[src/rtl/coin_input_conditioner_if.sv]
// rtl/coin_input_conditioner_if.sv - pin-side and FSM-side signal bundle for the coin input conditioner
interface coin_input_conditioner_if;
  logic tick;
  logic m_raw;
  logic a_raw;
  logic btnC_raw;
  logic btnD_raw;
  logic m_evt;
  logic a_evt;
  logic btnC_db;
  logic btnD_db;
  logic overrun;

  modport master (
    output tick, m_raw, a_raw, btnC_raw, btnD_raw,
    input  m_evt, a_evt, btnC_db, btnD_db, overrun
  );

  modport slave (
    input  tick, m_raw, a_raw, btnC_raw, btnD_raw,
    output m_evt, a_evt, btnC_db, btnD_db, overrun
  );
endinterface

[src/rtl/coin_input_conditioner.sv]
// rtl/coin_input_conditioner.sv - synchronize, debounce and tick-align coin and button inputs
module coin_input_conditioner #(
  parameter int DEB_CYCLES = 16,
  parameter int CNT_W      = 5
) (
  input  logic                     clk,
  input  logic                     reset_n,
  coin_input_conditioner_if.slave  io
);

  // Channel order: 0 = coin m, 1 = coin a, 2 = button C, 3 = button D.
  localparam int                 NCH      = 4;
  localparam logic [CNT_W-1:0]   CNT_LAST = CNT_W'(DEB_CYCLES - 1);

  logic [NCH-1:0]   raw;
  logic [NCH-1:0]   s1_q;
  logic [NCH-1:0]   s2_q;
  logic [NCH-1:0]   db_q;
  logic [NCH-1:0]   db_d;
  logic [NCH-1:0]   db_prev_q;
  logic [CNT_W-1:0] cnt_q [NCH];
  logic [CNT_W-1:0] cnt_d [NCH];

  logic pend_m_q, pend_m_d;
  logic pend_a_q, pend_a_d;
  logic m_evt_q,  m_evt_d;
  logic a_evt_q,  a_evt_d;
  logic overrun_q, overrun_d;

  logic rise_m, rise_a;
  logic eff_m,  eff_a;

  assign raw = {io.btnD_raw, io.btnC_raw, io.a_raw, io.m_raw};

  // Debounce: db follows sync only after DEB_CYCLES consecutive disagreeing cycles.
  always_comb begin
    for (int i = 0; i < NCH; i++) begin
      db_d[i]  = db_q[i];
      cnt_d[i] = '0;
      if (s2_q[i] != db_q[i]) begin
        if (cnt_q[i] == CNT_LAST) begin
          db_d[i] = s2_q[i];
        end else begin
          cnt_d[i] = cnt_q[i] + 1'b1;
        end
      end
    end
  end

  // Rising edges of the debounced coin levels; a same-cycle edge counts as pending.
  assign rise_m = db_q[0] & ~db_prev_q[0];
  assign rise_a = db_q[1] & ~db_prev_q[1];
  assign eff_m  = pend_m_q | rise_m;
  assign eff_a  = pend_a_q | rise_a;

  // Event issue on tick: m wins a tie, a stays pending for the following tick.
  always_comb begin
    overrun_d = overrun_q | (rise_m & pend_m_q) | (rise_a & pend_a_q);
    pend_m_d  = eff_m;
    pend_a_d  = eff_a;
    m_evt_d   = m_evt_q;
    a_evt_d   = a_evt_q;
    if (io.tick) begin
      m_evt_d = 1'b0;
      a_evt_d = 1'b0;
      if (eff_m) begin
        m_evt_d  = 1'b1;
        pend_m_d = 1'b0;
      end else if (eff_a) begin
        a_evt_d  = 1'b1;
        pend_a_d = 1'b0;
      end
    end
  end

  // Two-flop synchronizers plus debounce state for all four channels.
  always_ff @(posedge clk or negedge reset_n) begin
    if (!reset_n) begin
      s1_q      <= '0;
      s2_q      <= '0;
      db_q      <= '0;
      db_prev_q <= '0;
      for (int i = 0; i < NCH; i++) begin
        cnt_q[i] <= '0;
      end
    end else begin
      s1_q      <= raw;
      s2_q      <= s1_q;
      db_q      <= db_d;
      db_prev_q <= db_q;
      for (int i = 0; i < NCH; i++) begin
        cnt_q[i] <= cnt_d[i];
      end
    end
  end

  // Pending flags, registered coin events and the sticky overrun flag.
  always_ff @(posedge clk or negedge reset_n) begin
    if (!reset_n) begin
      pend_m_q  <= 1'b0;
      pend_a_q  <= 1'b0;
      m_evt_q   <= 1'b0;
      a_evt_q   <= 1'b0;
      overrun_q <= 1'b0;
    end else begin
      pend_m_q  <= pend_m_d;
      pend_a_q  <= pend_a_d;
      m_evt_q   <= m_evt_d;
      a_evt_q   <= a_evt_d;
      overrun_q <= overrun_d;
    end
  end

  assign io.m_evt   = m_evt_q;
  assign io.a_evt   = a_evt_q;
  assign io.btnC_db = db_q[2];
  assign io.btnD_db = db_q[3];
  assign io.overrun = overrun_q;

endmodule

[src/flat_wrapper.sv]
// flat-port wrapper written by rule: the top's interface ports become plain ports
module coin_input_conditioner_flat 
#(
  parameter int DEB_CYCLES = 16,
  parameter int CNT_W      = 5
)
  (clk, reset_n, io_tick, io_m_raw, io_a_raw, io_btnC_raw, io_btnD_raw, io_m_evt, io_a_evt, io_btnC_db, io_btnD_db, io_overrun);
  coin_input_conditioner_if io_i ();
  input  logic clk;
  input  logic reset_n;
  input wire logic [$bits(io_i.tick)-1:0] io_tick;
  input wire logic [$bits(io_i.m_raw)-1:0] io_m_raw;
  input wire logic [$bits(io_i.a_raw)-1:0] io_a_raw;
  input wire logic [$bits(io_i.btnC_raw)-1:0] io_btnC_raw;
  input wire logic [$bits(io_i.btnD_raw)-1:0] io_btnD_raw;
  output wire logic [$bits(io_i.m_evt)-1:0] io_m_evt;
  output wire logic [$bits(io_i.a_evt)-1:0] io_a_evt;
  output wire logic [$bits(io_i.btnC_db)-1:0] io_btnC_db;
  output wire logic [$bits(io_i.btnD_db)-1:0] io_btnD_db;
  output wire logic [$bits(io_i.overrun)-1:0] io_overrun;
  assign io_i.tick = io_tick;
  assign io_i.m_raw = io_m_raw;
  assign io_i.a_raw = io_a_raw;
  assign io_i.btnC_raw = io_btnC_raw;
  assign io_i.btnD_raw = io_btnD_raw;
  assign io_m_evt = io_i.m_evt;
  assign io_a_evt = io_i.a_evt;
  assign io_btnC_db = io_i.btnC_db;
  assign io_btnD_db = io_i.btnD_db;
  assign io_overrun = io_i.overrun;
  coin_input_conditioner #(.DEB_CYCLES(DEB_CYCLES), .CNT_W(CNT_W)) u_core (.clk(clk), .reset_n(reset_n), .io(io_i));
endmodule
[config.mk]
export PLATFORM = sky130hd
export DESIGN_NAME = coin_input_conditioner_flat
export DESIGN_NICKNAME = d
export VERILOG_FILES = /design/src/rtl/coin_input_conditioner_if.sv /design/src/rtl/coin_input_conditioner.sv /design/src/flat_wrapper.sv
export SDC_FILE = /design/constraint.sdc
export NUM_CORES = 1
export LEC_CHECK = 0
export ABC_AREA = 0
export ABC_CLOCK_PERIOD_IN_PS = 2420
export CAP_MARGIN = 15
export CORE_ASPECT_RATIO = 0.7
export CORE_UTILIZATION = 40
export DETAILED_ROUTE_END_ITERATION = 16
export PLACE_DENSITY = 0.67
export SLEW_MARGIN = 20
export SYNTH_ARGS = -nofsm -noshare
export SYNTH_HDL_FRONTEND = slang
export SYNTH_SLANG_ARGS = --single-unit
[constraint.sdc]
create_clock -name clk -period 2.42 [get_ports clk]
set_clock_uncertainty 0.1 [all_clocks]
set_input_delay 0.605 -clock clk [delete_from_list [all_inputs] [get_ports clk]]
set_output_delay 0.605 -clock clk [all_outputs]
set_load 0.05 [all_outputs]
# After elaboration in Yosys (flattened, before gate mapping)
# Cells that the tools add are included.
# totals
romBits,0
mem_count,0
latchBits,0
mem_bits_rw,0
reg_bits,39
word_cells,56
in_bits,7
out_inout_bits,5
# op_classes
n_div,0
muxes,14
n_eq_ne,8
shift,0
bitwise_logic,10
n_addsub,4
reduce_logical,4
magnitude_cmp,0
n_mul,0
# ops
operator,n
$mux 5,8
$add 5x1->5 const B,4
$eq 5x4->1 const B,4
$reduce_and 2->1,4
$mux 1,6
$and 1x1->1,4
$ne 1x1->1,4
$or 1x1->1,4
$not 1->1,2

# Longest topological paths before layout
# Gate-level depths: netlist of the first run.
# depth
word_depth,5
depth_mapped,4
mapped_depth_nobuf,4

# Worst setup path before layout of the first run
# OpenSTA, ideal clock, no wires.
# synth_path
kind,reg2out
start,reg u_core.db_q[2]
end,out io_btnC_db
t_arrival_ns,0.625
setup_slack_ns,1.090
n_path_buf,0
t_required_ns,1.715
stages_incl_launch_ff,1
cell_sequence,dfrtp_1
# synth_rtl
element,line_no,text
"start, declared",coin_input_conditioner.sv:18,logic [NCH-1:0] db_q;
"start signal, assigned",coin_input_conditioner.sv:81,db_q <= '0;
"start signal, assigned",coin_input_conditioner.sv:89,db_q <= db_d;
"end, declared",flat_wrapper.sv:18,output wire logic [$bits(io_i.btnC_db)-1:0] io_btnC_db;
# No word-level cell between the ends.

# Worst setup path in the final report of the first run
# layout_path
start,reg u_core.db_q[2]
end,out io_btnC_db
# No word-level cell between the ends.

==> results.json, run 1 <==
{
  "synth_seq_cells": 39,
  "place_ws_ns": 0.545,
  "port-buffer-count": 11,
  "r2r_end": "u_core.db_q[1]$_DFFE_PN0P_",
  "first_pass_iters": 5,
  "avgSynthCellArea_um2": 13.1,
  "min_period_over_period_pct": 89.4,
  "slew_headroom_pct": 45.4,
  "dp_hpwl_um": 1500,
  "gr-total-overflow": 0,
  "hold_buffers": 0,
  "hold_viol_final": 0,
  "synth.area.top_cells": "dfrtp_1 (66%), xor2_1 (6.6%), nor2_1 (4.6%)",
  "cts.sink_count": 39,
  "startpoint": "u_core.db_q[2]$_DFFE_PN0P_",
  "regArea_um2": 976,
  "synth.most_common_cell": "dfrtp_1",
  "slowest_stage": "clkdlybuf4s50_1",
  "synth_area_um2": 1470,
  "synth_fa_ha_area_share_pct": 3.41,
  "rsz0062_at_grt": "false",
  "hold_path.class": "flip-flop to flip-flop",
  "ys_warn_count": 0,
  "p_sw_mw": 0.239,
  "synthSimpleGateAreaFrac_pct": 14.9,
  "fin_nets": 141,
  "synthTopCellsByCount": "dfrtp_1 (39), nor2_1 (18), xor2_1 (11), and2_1 (6), nand3_1 (6)",
  "synth_nets": 123,
  "cellPowerDensity_nw_per_um2": 664,
  "fin_total_pwr_mw": 1.13,
  "drtIter0Drc": 34,
  "cpPeakStageDelay_ns": 0.81,
  "crit_type": "flip-flop to output pin",
  "cts_buffer_depth": 2,
  "synth_top_family_by_area": "simple AND/OR/NAND/NOR gates",
  "tns_ns": 0,
  "root_buffer": "clkbuf_8",
  "cp.depth": 1,
  "fmax_mhz": 462,
  "reg2reg_depth": 4,
  "synthMuxAreaShare_pct": 3.07,
  "ant_nets": 0,
  "clkPwrFrac_pct": 33.1,
  "ff2ff_setup_slack_ns": 1.07,
  "synth-xor-area-share_pct": 7.67,
  "die_w_um": 74.4,
  "clkLatencyLatePin_ns": 0.27,
  "io_pins": 12,
  "drv_slew": 0,
  "numCtsBuffers": 5,
  "synth-compound-area-share_pct": 3.41,
  "cts_tree": "built",
  "critPathTopFamily": "buffers and inverters",
  "status": "completed",
  "multi_input_area_um2": 477,
  "post_cts_buffers": 0,
  "wl_per_cell_um": 11.5,
  "switching_share_pct": 21.0,
  "setup_ws_ns": 0.257,
  "grt_max_degree": 40,
  "fp.coreArea_um2": 3510,
  "setup_viol": 0,
  "worst-path-max-fanout": 3,
  "clkTransAtPathRegs_ns": 0.06,
  "syn_to_final_growth_pct": 16.4,
  "ys_types": 21,
  "synth_edf_count": 0,
  "gp_congestion": 0.672,
  "cts_resized": 0,
  "ys_seq_area_share_pct": 66.5,
  "synth-main-ff-cell": "dfrtp_1",
  "wl_um": 2060,
  "fin_crit_ns": 2.16,
  "arrival_ns": 1.46,
  "htree_levels": 2,
  "first_global_vias": 857,
  "fp-row-count": 18,
  "worst_pin_slew_ns": 0.818,
  "antenna_found_initial": 0,
  "drive_gt1_share_pct": 13.2,
  "grt_use_total_pct": 13.6,
  "seq_power_share_pct": 61.1,
  "yosysTopAreaCellShare_pct": 66.5,
  "start_kind": "flip-flop",
  "vias": 793,
  "vias_per_cell": 4.43,
  "crit_chain": "clkdlybuf4s50_1",
  "irDropWorstVdd_uv": 395,
  "yosysTopAreaCell": "dfrtp_1",
  "r2r_start": "u_core.cnt_q[10]$_DFF_PN0_",
  "die_area_um2": 3920,
  "comb_power_share_pct": 5.8,
  "n_antenna_cell": 0,
  "fillers": 333,
  "grt_pass1_wl_um": 3790,
  "netlist_instances": 112,
  "leakagePower_nw": 0.862,
  "synth_async_sr_flop_share_pct": 100,
  "crit_end": "io_btnC_db",
  "start_util_pct": 41.8,
  "dieHeight_um": 52.7,
  "cap_violations": 0,
  "p_int_mw": 0.896,
  "required_ns": 1.71,
  "crit_buf_inv": 1,
  "drc": 0,
  "end_kind": "output pin"
}
-- cells by family after synthesis --
logic type                 after synthesis
DFF                                     39
AOI/OAI and AO/OA                        7
adders and majority gates                4
and+or+nand+nor                         42
muxes                                    4
xor gates and xnor gates                12
buffers and inverters                    4
-- power groups by stage --
stage / clock (mW) / combinational, mW / sequential, mW
2_1_floorplan: 0 / 0.0315 / 0.706
3_3_place_gp: 0 / 0.0640 / 0.703
3_5_place_dp: 0 / 0.0683 / 0.706
4_1_cts: 0.396 / 0.0686 / 0.693
5_1_grt: 0.420 / 0.0762 / 0.697
6_report: 0.376 / 0.0659 / 0.693
-- registers in the layout (all words and copies together) (netlist names) --
signal             cells
u_core.cnt_q          20
u_core.db_prev_q       2
u_core.db_q            4
u_core.io.a_evt        1
u_core.io.m_evt        1
u_core.io.overrun      1
u_core.pend_a_q        1
u_core.pend_m_q        1
u_core.s1_q            4
u_core.s2_q            4
-- final cells by class --
cell class | instances | area share [%]
Clock buffer | 6 | 4.25
Timing Repair Buffer | 11 | 6.15
Multi-Input combinational cell | 69 | 27.9
Inverter | 4 | 0.879
Sequential cell | 39 | 57.1
Tap cell | 50 | 3.66
-- how the worst min path moves through the flow --
| stage | startpoint | end | slack, ns | cells past startpoint |
|---|---|---|---|---|
| final | u_core.s1_q[2]$_DFF_PN0_ | u_core.s2_q[2]$_DFF_PN0_ | 0.25 | 0 |
| after global routing | u_core.s1_q[0]$_DFF_PN0_ | u_core.s2_q[0]$_DFF_PN0_ | 0.26 | 0 |
| after CTS | u_core.s1_q[2]$_DFF_PN0_ | u_core.s2_q[2]$_DFF_PN0_ | 0.25 | 0 |
| after detailed placement | u_core.s1_q[0]$_DFF_PN0_ | u_core.s2_q[0]$_DFF_PN0_ | 0.23 | 0 |
| after global placement | u_core.s1_q[1]$_DFF_PN0_ | u_core.s2_q[1]$_DFF_PN0_ | 0.23 | 0 |
| after floorplan | reset_n | u_core.cnt_q[0]$_DFF_PN0_ | 0.21 | 0 |
-- routing by layer --
metal	vias up	routed length [um]	global-route usage (%)	share of wire, %
li1	402	-	-	-
met1	382	1010	17.4	49
met2	9	992	21.0	48
met3	0	57	5.19	2.8
met4	0	0	4.72	0
met5	-	0	0	0
-- layout by cell type (no fill, tap or decap) --
cell	count
a21oi_1	2
and2_1	6
and3_1	3
and3_2	1
buf_2	1
clkbuf_1	1
clkbuf_8	5
clkdlybuf4s50_1	10
dfrtp_1	39
ha_1	4
inv_1	4
mux2_1	2
mux2_2	2
nand2_1	2
nand3_1	6
nand3_2	3
nor2_1	18
nor2_2	1
nor2b_2	1
nor3_1	1
o21ai_1	3
o21ai_2	1
o41ai_2	1
xor2_1	11
xor2_2	1
-- per-stage QoR --
step                hold WS, ns  utilization [%]  instances  instance area (um^2)
floorplan                 0.209                -        112                  1470
global placement          0.232             46.5        173                  1640
detailed placement        0.235             46.5        173                  1640
CTS                       0.249             48.6        179                  1710
global route              0.260             48.6        179                  1710
finish                    0.248             48.6        179                  1710
Power figures use the tool's default switching activity.
==> run 2: changes to the inputs <==
CELL_PAD_IN_SITES_DETAIL_PLACEMENT = 1   (was default)
CELL_PAD_IN_SITES_GLOBAL_PLACEMENT = 2   (was default)
PLACE_DENSITY = 0.87   (was 0.67)
==> results.json, run 2 (same netlist as run 1, synthesis figures left out) <==
{
  "status": "completed",
  "required_ns": 1.71,
  "hold_path.class": "flip-flop to flip-flop",
  "port-buffer-count": 11,
  "die_area_um2": 3920,
  "worst-path-max-fanout": 3,
  "r2r_start": "u_core.cnt_q[15]$_DFF_PN0_",
  "fin_total_pwr_mw": 1.22,
  "drive_gt1_share_pct": 14.5,
  "ff2ff_setup_slack_ns": 1.00,
  "placedCellCount": 173,
  "fin_nets": 141,
  "setup_viol": 0,
  "post_cts_buffers": 0,
  "worst_pin_slew_ns": 0.841,
  "clkTransAtPathRegs_ns": 0.07,
  "slew_headroom_pct": 43.9,
  "n_antenna_cell": 0,
  "ant_nets": 0,
  "numCtsBuffers": 5,
  "dp_hpwl_um": 1710,
  "rsz0062_at_grt": "false",
  "wl_um": 2320,
  "cts_resized": 0,
  "cts_buffer_depth": 2,
  "fp-row-count": 18,
  "drtIter0Drc": 24,
  "cp.depth": 1,
  "tns_ns": 0,
  "cap_violations": 0,
  "fin_crit_ns": 2.17,
  "first_global_vias": 928,
  "reg2reg_depth": 4,
  "gr-total-overflow": 0,
  "largest_reg_flops": 20,
  "vias": 836,
  "drv_slew": 0,
  "crit_type": "flip-flop to output pin",
  "crit_chain": "clkdlybuf4s50_1",
  "fmax_mhz": 460,
  "grt_pass1_wl_um": 4110,
  "hold_viol_final": 0,
  "gp_congestion": 0.669,
  "antenna_found_initial": 0,
  "r2r_end": "u_core.db_q[0]$_DFFE_PN0P_",
  "leakagePower_nw": 0.876,
  "final_util_pct": 49.4,
  "end_kind": "output pin",
  "fp.coreArea_um2": 3510,
  "min_period_over_period_pct": 89.7,
  "root_buffer": "clkbuf_8",
  "clkLatencyLatePin_ns": 0.27,
  "fillers": 388,
  "drc": 0,
  "dieHeight_um": 52.7,
  "crit_end": "io_btnC_db",
  "irDropWorstVdd_uv": 360,
  "hold_buffers": 0,
  "final_common_cell": "dfrtp_1",
  "arrival_ns": 1.47,
  "crit_buf_inv": 1,
  "htree_levels": 2,
  "cellPowerDensity_nw_per_um2": 702,
  "cts.sink_count": 39,
  "first_pass_iters": 2,
  "io_pins": 12,
  "startpoint": "u_core.db_q[2]$_DFFE_PN0P_",
  "largest-register": "u_core.cnt_q",
  "start_util_pct": 41.8,
  "cts_tree": "built",
  "critPathTopFamily": "buffers and inverters",
  "wl_per_cell_um": 12.8,
  "syn_to_final_growth_pct": 18.2,
  "die_w_um": 74.4,
  "start_kind": "flip-flop",
  "cpPeakStageDelay_ns": 0.82,
  "slowest_stage": "clkdlybuf4s50_1",
  "final_cells": 181,
  "vias_per_cell": 4.62,
  "mostFrequentLayoutCells": "dfrtp_1 (39), nor2_1 (18), xor2_1 (11), clkdlybuf4s50_1 (10), clkbuf_8 (7)",
  "grt_use_total_pct": 14.8,
  "grt_max_degree": 40
}
run 2: cell type report:
class                      instances  area [um^2]  share of cell area (%)
timing repair buffer              11          105                    6.06
inverter                           4         15.0                   0.865
multi-input combinational         69          477                    27.5
clock buffer                       8          100                    5.77
sequential                        39          976                    56.2
tap                               50         62.6                    3.60
run 2: worst min path at each step:
stage / slack [ns] / cells after the start / to / from
CTS: 0.26 / 0 / u_core.s2_q[2]$_DFF_PN0_ / u_core.s1_q[2]$_DFF_PN0_
floorplan: 0.21 / 0 / u_core.cnt_q[0]$_DFF_PN0_ / reset_n
detailed placement: 0.25 / 0 / u_core.s2_q[3]$_DFF_PN0_ / u_core.s1_q[3]$_DFF_PN0_
global placement: 0.23 / 0 / u_core.s2_q[2]$_DFF_PN0_ / u_core.s1_q[2]$_DFF_PN0_
global route: 0.27 / 0 / u_core.s2_q[3]$_DFF_PN0_ / u_core.s1_q[3]$_DFF_PN0_
finish: 0.26 / 0 / u_core.s2_q[3]$_DFF_PN0_ / u_core.s1_q[3]$_DFF_PN0_
run 2: report_power, final:
| group | leakage (nW) | switching (mW) | internal [mW] |
|---|---|---|---|
| clock network | 0.0515 | 0.201 | 0.260 |
| registers | 0.515 | 0.0166 | 0.676 |
| logic | 0.310 | 0.0381 | 0.0276 |
run 2: layer usage:
layer,vias up,GRT usage [%],routed length [um]
met5,-,0,0
met4,0,7.23,31
met3,4,4.62,66
met2,12,23.6,1170
met1,418,18.1,1050
li1,402,-,-
run 2: stage by stage:
| step | cell area [um^2] | worst slack, ns | hold slack (ns) |
|---|---|---|---|
| global placement | 1640 | 0.559 | 0.233 |
| finish | 1740 | 0.248 | 0.256 |
| CTS | 1740 | 0.230 | 0.262 |
| global route | 1740 | 0.189 | 0.268 |
| floorplan | 1470 | 1.09 | 0.209 |
| detailed placement | 1640 | 0.538 | 0.246 |
==> run 3: changes to the inputs <==
GPL_ROUTABILITY_DRIVEN = 1   (was default)
==> results of run 3 <==
Final layout, timing and power as in run 2 (identical DEF).
